[src/rtl/muldiv_unit.sv]
// ---------------------------------------------------------------------------
// muldiv_unit
//    Iterative RV32M-class multiply/divide unit that sits beside the EX-stage
//    ALU. It accepts one operation per valid/ready handshake. Multiplies use a
//    radix-2 shift/add datapath and divides use a restoring datapath, both
//    retiring one bit per cycle. The result is held until the consumer takes
//    it. The whole operation can be aborted with a synchronous flush.
//
// Ports
//    clk         in   1           rising-edge clock
//    rst         in   1           asynchronous active-high reset
//    flush       in   1           synchronous abort of any in-flight op
//    in_valid    in   1           op / opr_a / opr_b are valid
//    in_ready    out  1           unit can accept an op (IDLE)
//    op          in   3           0 MUL,1 MULH,2 MULHSU,3 MULHU,
//                                 4 DIV,5 DIVU,6 REM,7 REMU
//    opr_a       in   DATA_WIDTH  rs1 (multiplicand / dividend)
//    opr_b       in   DATA_WIDTH  rs2 (multiplier / divisor)
//    out_valid   out  1           opr_result is valid
//    out_ready   in   1           consumer takes the result
//    opr_result  out  DATA_WIDTH  result
// ---------------------------------------------------------------------------
module muldiv_unit #(
   parameter  int DATA_WIDTH = 32,
   localparam int CNT_W      = $clog2(DATA_WIDTH + 1)
) (
   input  logic                  clk,
   input  logic                  rst,
   input  logic                  flush,
   input  logic                  in_valid,
   output logic                  in_ready,
   input  logic [2:0]            op,
   input  logic [DATA_WIDTH-1:0] opr_a,
   input  logic [DATA_WIDTH-1:0] opr_b,
   output logic                  out_valid,
   input  logic                  out_ready,
   output logic [DATA_WIDTH-1:0] opr_result
);

   localparam int W = DATA_WIDTH;

   typedef enum logic [1:0] {
      S_IDLE = 2'd0,
      S_CALC = 2'd1,
      S_FIX  = 2'd2,
      S_DONE = 2'd3
   } state_t;

   // Two's-complement negation, single width
   function automatic logic [W-1:0] f_neg(input logic [W-1:0] x);
      f_neg = (~x) + W'(1);
   endfunction

   // Two's-complement negation, double width (full product)
   function automatic logic [2*W-1:0] f_neg2(input logic [2*W-1:0] x);
      f_neg2 = (~x) + (2*W)'(1);
   endfunction

   state_t           state_q, state_d;
   logic [2:0]       op_q, op_d;
   logic [W-1:0]     hi_q, hi_d;        // product high half / partial remainder
   logic [W-1:0]     lo_q, lo_d;        // product low half (multiplier) / quotient (dividend)
   logic [W-1:0]     mcand_q, mcand_d;  // multiplicand magnitude / divisor magnitude
   logic [CNT_W-1:0] cnt_q, cnt_d;
   logic             a_neg_q, a_neg_d;
   logic             b_neg_q, b_neg_d;
   logic [W-1:0]     res_q, res_d;
   logic             out_valid_q, out_valid_d;
   logic             in_ready_q, in_ready_d;

   // ---------------- accept-time decode ----------------
   logic           is_div_s;
   logic           a_signed_s, b_signed_s;
   logic           a_neg_in_s, b_neg_in_s;
   logic [W-1:0]   a_mag_s, b_mag_s;
   logic           div_zero_s, div_ovf_s;
   logic [W-1:0]   special_res_s;

   // Operand signedness per opcode
   always_comb begin
      a_signed_s = 1'b0;
      b_signed_s = 1'b0;
      case (op)
         3'd1, 3'd4, 3'd6: begin
            a_signed_s = 1'b1;
            b_signed_s = 1'b1;
         end
         3'd2: begin
            a_signed_s = 1'b1;
            b_signed_s = 1'b0;
         end
         default: begin
            a_signed_s = 1'b0;
            b_signed_s = 1'b0;
         end
      endcase
   end

   assign is_div_s   = op[2];
   assign a_neg_in_s = a_signed_s & opr_a[W-1];
   assign b_neg_in_s = b_signed_s & opr_b[W-1];
   // The most-negative value maps to 2^(W-1), which still fits unsigned in W bits
   assign a_mag_s    = a_neg_in_s ? f_neg(opr_a) : opr_a;
   assign b_mag_s    = b_neg_in_s ? f_neg(opr_b) : opr_b;
   assign div_zero_s = (opr_b == {W{1'b0}});
   assign div_ovf_s  = (op == 3'd4 || op == 3'd6) &&
                       (opr_a == {1'b1, {(W-1){1'b0}}}) &&
                       (opr_b == {W{1'b1}});

   // Results of the divide cases that bypass the iterative datapath; op[1] selects REM*
   always_comb begin
      special_res_s = {W{1'b0}};
      if (div_zero_s) begin
         special_res_s = op[1] ? opr_a : {W{1'b1}};
      end else begin
         special_res_s = op[1] ? {W{1'b0}} : opr_a;
      end
   end

   // ---------------- iteration datapath ----------------
   logic [W:0]     mul_sum_s;
   logic [W:0]     div_shift_s;
   logic [W+1:0]   div_diff_s;
   logic [2*W-1:0] prod_s, prod_signed_s;

   // Shift/add: add the multiplicand when the current multiplier bit is set
   assign mul_sum_s   = {1'b0, hi_q} + (lo_q[0] ? {1'b0, mcand_q} : {(W+1){1'b0}});
   // Restoring divide: bring the next dividend bit into the partial remainder
   assign div_shift_s = {hi_q, lo_q[W-1]};
   assign div_diff_s  = {1'b0, div_shift_s} - {2'b00, mcand_q};

   assign prod_s        = {hi_q, lo_q};
   assign prod_signed_s = (a_neg_q ^ b_neg_q) ? f_neg2(prod_s) : prod_s;

   // Next-state, datapath and output-register decode
   always_comb begin
      state_d     = state_q;
      op_d        = op_q;
      hi_d        = hi_q;
      lo_d        = lo_q;
      mcand_d     = mcand_q;
      cnt_d       = cnt_q;
      a_neg_d     = a_neg_q;
      b_neg_d     = b_neg_q;
      res_d       = res_q;

      if (flush) begin
         // Abort wins over accept and consume; datapath contents become stale
         state_d = S_IDLE;
         cnt_d   = {CNT_W{1'b0}};
      end else begin
         case (state_q)
            S_IDLE: begin
               if (in_valid) begin
                  op_d    = op;
                  a_neg_d = a_neg_in_s;
                  b_neg_d = b_neg_in_s;
                  if (is_div_s && (div_zero_s || div_ovf_s)) begin
                     res_d   = special_res_s;
                     state_d = S_DONE;
                  end else begin
                     hi_d    = {W{1'b0}};
                     lo_d    = is_div_s ? a_mag_s : b_mag_s;
                     mcand_d = is_div_s ? b_mag_s : a_mag_s;
                     cnt_d   = CNT_W'(W);
                     state_d = S_CALC;
                  end
               end else begin
                  state_d = S_IDLE;
               end
            end

            S_CALC: begin
               if (op_q[2]) begin
                  // Non-negative difference means the divisor fits: keep it, quotient bit 1
                  if (!div_diff_s[W+1]) begin
                     hi_d = div_diff_s[W-1:0];
                     lo_d = {lo_q[W-2:0], 1'b1};
                  end else begin
                     hi_d = div_shift_s[W-1:0];
                     lo_d = {lo_q[W-2:0], 1'b0};
                  end
               end else begin
                  hi_d = mul_sum_s[W:1];
                  lo_d = {mul_sum_s[0], lo_q[W-1:1]};
               end
               cnt_d = cnt_q - CNT_W'(1);
               if (cnt_q == CNT_W'(1)) begin
                  state_d = S_FIX;
               end else begin
                  state_d = S_CALC;
               end
            end

            S_FIX: begin
               if (op_q[2]) begin
                  if (op_q[1]) begin
                     // Remainder takes the dividend's sign
                     res_d = a_neg_q ? f_neg(hi_q) : hi_q;
                  end else begin
                     res_d = (a_neg_q ^ b_neg_q) ? f_neg(lo_q) : lo_q;
                  end
               end else begin
                  if (op_q[1:0] == 2'd0) begin
                     res_d = prod_signed_s[W-1:0];
                  end else begin
                     res_d = prod_signed_s[2*W-1:W];
                  end
               end
               state_d = S_DONE;
            end

            S_DONE: begin
               if (out_ready) begin
                  state_d = S_IDLE;
               end else begin
                  state_d = S_DONE;
               end
            end

            default: begin
               state_d = S_IDLE;
            end
         endcase
      end

      out_valid_d = (state_d == S_DONE);
      in_ready_d  = (state_d == S_IDLE);
   end

   // State, datapath and output registers
   always_ff @(posedge clk or posedge rst) begin
      if (rst) begin
         state_q     <= S_IDLE;
         op_q        <= 3'd0;
         hi_q        <= {W{1'b0}};
         lo_q        <= {W{1'b0}};
         mcand_q     <= {W{1'b0}};
         cnt_q       <= {CNT_W{1'b0}};
         a_neg_q     <= 1'b0;
         b_neg_q     <= 1'b0;
         res_q       <= {W{1'b0}};
         out_valid_q <= 1'b0;
         in_ready_q  <= 1'b1;
      end else begin
         state_q     <= state_d;
         op_q        <= op_d;
         hi_q        <= hi_d;
         lo_q        <= lo_d;
         mcand_q     <= mcand_d;
         cnt_q       <= cnt_d;
         a_neg_q     <= a_neg_d;
         b_neg_q     <= b_neg_d;
         res_q       <= res_d;
         out_valid_q <= out_valid_d;
         in_ready_q  <= in_ready_d;
      end
   end

   assign in_ready   = in_ready_q;
   assign out_valid  = out_valid_q;
   assign opr_result = res_q;

endmodule
[config.mk]
export PLATFORM = sky130hd
export DESIGN_NAME = muldiv_unit
export DESIGN_NICKNAME = d
export VERILOG_FILES = /design/src/rtl/muldiv_unit.sv
export SDC_FILE = /design/constraint.sdc
export NUM_CORES = 1
export LEC_CHECK = 0
export ABC_CLOCK_PERIOD_IN_PS = 5600
export CORE_MARGIN = 2
export CORE_UTILIZATION = 55
export CTS_BUF_LIST = sky130_fd_sc_hd__clkbuf_8
export DETAILED_ROUTE_END_ITERATION = 7
export GPL_ROUTABILITY_DRIVEN = 0
export PLACE_DENSITY = 0.85
export SKIP_CTS_REPAIR_TIMING = 1
export SLEW_MARGIN = 30
export SYNTH_ARGS = -nofsm -noshare
export SYNTH_HDL_FRONTEND = slang
export SYNTH_SLANG_ARGS = --single-unit
[constraint.sdc]
create_clock -name clk -period 5.6 [get_ports clk]
set_input_delay 1.12 -clock clk [delete_from_list [all_inputs] [get_ports clk]]
set_output_delay 1.12 -clock clk [all_outputs]
set_load 0.05 [all_outputs]
==> summary.txt <==
Placed design
  • Final HPWL DP: 38.6 mm
  • IO buf count: 105
  • Placement Cell Area: approximately 16,000 sq um
  • Total placed cells including tap cells: 2,354

CTS
  • CTS Root Buffer Type: sky130_fd_sc_hd__clkbuf_8
  • Clock tree from TritonCTS: done
  • Latest clock arrival within the worst-skew pair: 0.49 ns
  • Number of clock sinks seen by CTS: 143
  • Clock buffers created by TritonCTS: 17
  • Deepest level of the CTS H-tree: 4
  • Clock transition time at the flip-flop clock pins of the worst setup and hold paths: around 0.10 ns
  • Clock tree buffer depth: 2

Min path
  • Min-Delay Path Class: reg2reg

STA
  • Post-route fraction of the period consumed by the critical path: 0.799
  • Tightest hold margin: 0.485 ns
  • Worst Max-Slew Pin Slew: 0.956 ns
  • Time the worst path needs with I/O delays and setup: between 4 and 5 ns
  • Count of endpoints failing setup in the final report: 0
  • Final Hold Vio Count: 0
  • Max Fclk: 224 MHz
  • Sum of negative setup slack: 0 ns
  • Skew final: 0.0239 ns
  • Max-slew headroom at the worst pin: 0.361
  • Final Slew Violations: 0
  • RSZ-0062 raised after global routing: no

Critical path
  • Critical path arrival: 4.87 ns
  • R2r endpoint: hi_q[30]
  • Kind of capture point of the worst setup path: register
  • Cell with the largest stage delay on the worst path: sky130_fd_sc_hd__or4_4
  • Critical path class: in2reg
  • Number of buffer and inverter instances along the worst setup path: 2
  • Number of stages on the worst setup path: 11
  • Destination of the critical timing path: lo_q[31]
  • Category of cells accounting for the largest share of critical-path delay: simple AND/OR/NAND/NOR gates
  • Critical path fanouts, max: 30
  • Number of cell instances on the worst register-to-register path: 14
  • Critical path cell sequence: clkdlybuf4s50_1, or4_4, nor4_4, nand4_1, or2_2, a2bb2oi_1, a21oi_1, nand2b_2, buf_4, nor3_1, a21oi_1
  • Data required time of the worst path: 6.00 ns
  • Crit path from: opr_a[4]
  • Worst path most repeated cell: sky130_fd_sc_hd__a21oi_1
  • Worst Setup Start Kind: primary input
  • CP peak stage delay: 0.63 ns
  • Startpoint of the worst-slack reg-to-reg timing path: lo_q[31]
  • R2r setup slk: ~1.4 ns

Cells and area
  • Final Core Density: 0.620
  • Syn-to-layout area delta: 10.2%
  • Most used cells in the layout excluding fill and tap cells: sky130_fd_sc_hd__nor2_1, sky130_fd_sc_hd__o21ai_0, sky130_fd_sc_hd__nand2_1
  • Antenna diode count: 0
  • Final Non-Filler Cells: 2,386
  • Number of filler cells placed in the layout: 2,324
  • Post-route design area: 16,700 sq um
  • Most common library cell in the layout ignoring fill and taps: sky130_fd_sc_hd__nor2_1
  • Share of cells above drive strength 1: 0.0528
  • Post-layout nets: ~2,200

Routing
  • Number of antenna-violating nets in the routed design: 0
  • Pre-antenna DRT Iters: 8
  • Detailed Route Iter0 Violations: roughly 2,400
  • Number of vias per cell after detailed routing: 6.83
  • Routed length per instance: 21.5 um
  • Via count: 16,300
  • DRC Markers: 4
  • Overall routed net length: 51.4 mm

Yosys
  • Mean post-synth cell area: 7.50 sq um
  • Count of state elements after synthesis: 143
  • Cell area after synthesis: ~15,000 sq um
  • Fraction of synthesized cell area in xor and xnor cells: 0.111
  • Syn Inst Count: between 2,000 and 2,500
  • Async set or reset register ratio after synthesis: 1.00
  • Share of Yosys cell area claimed by the top area cell type: 0.234
  • Sequential-to-total area share from yosys stat: 0.236
  • Main synth FF type: sky130_fd_sc_hd__dfrtp_1
  • Post-Synth Adder-Cell Area: 0.0815
  • Fraction of the mapped netlist area in compound gates: 0.267
  • Syn Nets: 2,171
  • Count of different cell masters after synthesis: 87
  • Synthesis Warnings: 0
  • Number of synthesized flops with an enable pin: 0
  • Largest family of logic cells by synthesized area: compound AO/OA/AOI/OAI gates
  • Library cell occupying the most area in the post-synthesis netlist: sky130_fd_sc_hd__dfrtp_1
  • Largest cells by area after synthesis: sky130_fd_sc_hd__dfrtp_1, sky130_fd_sc_hd__xnor2_1, sky130_fd_sc_hd__o21ai_0, sky130_fd_sc_hd__a21oi_1, sky130_fd_sc_hd__ha_1
  • Post-synthesis simple-gate area fraction: 0.198
  • Portion of netlist area occupied by mux cells: 0.0510

Floorplanning
  • X dimension of the die: 170 um
  • Top-level port count: 106
  • Die H: 170 um
  • Core area: 27,000 sq um
  • Row count: 60
  • Effective utilization at floorplan: 0.562
  • Floorplan die area: around 29,000 sq um

Job
  • Max-cap violation count: 0

GRT
  • Maximum number of pins on one net before global-route repair: 84
  • Residual overflow from global routing: 0
  • First-pass GRT wire length: 79.8 mm
  • Number of antenna violations at the first check in global routing: 1
  • Number of global-route vias before repair: 14,900
  • Total global routing track utilization: 0.352

Power and ir drop
  • Leakage power of the design: 6.93 nW
  • Max VDD drop: between 200 and 250 uV
  • Power per cell area: 491 nW/um^2

Run status
  • Violations in the final reports: DRC
  • Run status: finished with violations
cells in the mapped netlist, types with 10 or more instances:
cell,number
sky130_fd_sc_hd__o41ai_1,10
sky130_fd_sc_hd__inv_1,75
sky130_fd_sc_hd__nand3_1,23
sky130_fd_sc_hd__mux2i_1,65
sky130_fd_sc_hd__mux2_2,10
sky130_fd_sc_hd__dfrtp_1,142
sky130_fd_sc_hd__nand2_1,195
sky130_fd_sc_hd__a31oi_1,30
sky130_fd_sc_hd__a211oi_1,20
sky130_fd_sc_hd__clkbuf_1,113
sky130_fd_sc_hd__a21o_1,32
sky130_fd_sc_hd__o21bai_1,11
sky130_fd_sc_hd__o21ai_1,20
sky130_fd_sc_hd__buf_2,12
sky130_fd_sc_hd__nor2b_1,17
sky130_fd_sc_hd__o221ai_1,17
sky130_fd_sc_hd__o31ai_1,19
sky130_fd_sc_hd__a21oi_1,190
sky130_fd_sc_hd__nand4_1,20
sky130_fd_sc_hd__maj3_1,31
sky130_fd_sc_hd__xor2_1,75
sky130_fd_sc_hd__o21ai_0,199
sky130_fd_sc_hd__o211ai_1,12
sky130_fd_sc_hd__nor2_1,230
sky130_fd_sc_hd__nor3_1,37
sky130_fd_sc_hd__o22ai_1,11
sky130_fd_sc_hd__ha_1,71
sky130_fd_sc_hd__nand2b_1,14
sky130_fd_sc_hd__nor4_1,18
sky130_fd_sc_hd__or3_1,21
sky130_fd_sc_hd__a22oi_1,26
sky130_fd_sc_hd__xnor2_1,117
sequential cells by signal, summed over array words and instances (netlist names):
register,cells
state_q,2
b_neg_q,1
cnt_q,6
in_ready,1
hi_q,32
opr_result,32
out_valid,1
mcand_q,32
op_q,3
lo_q,32
a_neg_q,1
cells by family after synthesis:
kind of cell / Yosys count
simple gates: 635
mux: 76
xor+xnor: 192
flops: 143
buf+inv: 214
fa+ha+maj: 104
compound gates: 662
cell type report:
type                       count  area (sq um)  area share
tap                          341           427      0.0255
timing repair buffer         126          1220      0.0726
clock buffer                  17           234      0.0140
sequential                   143          3580       0.214
inverter                      75           287      0.0171
multi-input combinational   1669         10800       0.646
clock inverter                15           193      0.0115
per-layer routing:
metal,global-route usage,share of wire,vias up
met3,0.103,0.14,258
met1,0.467,0.39,7518
li1,-,-,7303
met4,0.164,0.054,2
met5,0,0.00018,-
met2,0.526,0.42,1219
stage by stage:
step	power (W)	worst slack [ns]
6_report	0.00823	1.13
3_5_place_dp	0.00703	0.741
4_1_cts	0.00800	1.22
2_1_floorplan	0.00571	0.644
5_1_grt	0.00870	0.972
3_3_place_gp	0.00685	0.896
power breakdown:
part / switching (W) / internal (W) / total (W) / leakage, nW
Sequential: 0.000641 / 0.00129 / 0.00193 / 1.85
Combinational: 0.00324 / 0.00211 / 0.00536 / 4.85
Clock: 0.000518 / 0.000423 / 0.000941 / 0.220
how the worst min path moves through the flow:
stage,slack (ns),endpoint,start,depth (start not counted)
2_1_floorplan,0.45,mcand_q[11],mcand_q[11],2
3_3_place_gp,0.46,opr_result[20],opr_result[20],2
3_5_place_dp,0.47,opr_result[27],opr_result[27],1
4_1_cts,0.49,opr_result[27],opr_result[27],1
5_1_grt,0.50,opr_result[27],opr_result[27],1
6_report,0.49,opr_result[27],opr_result[27],1
Power figures use the tool's default switching activity.
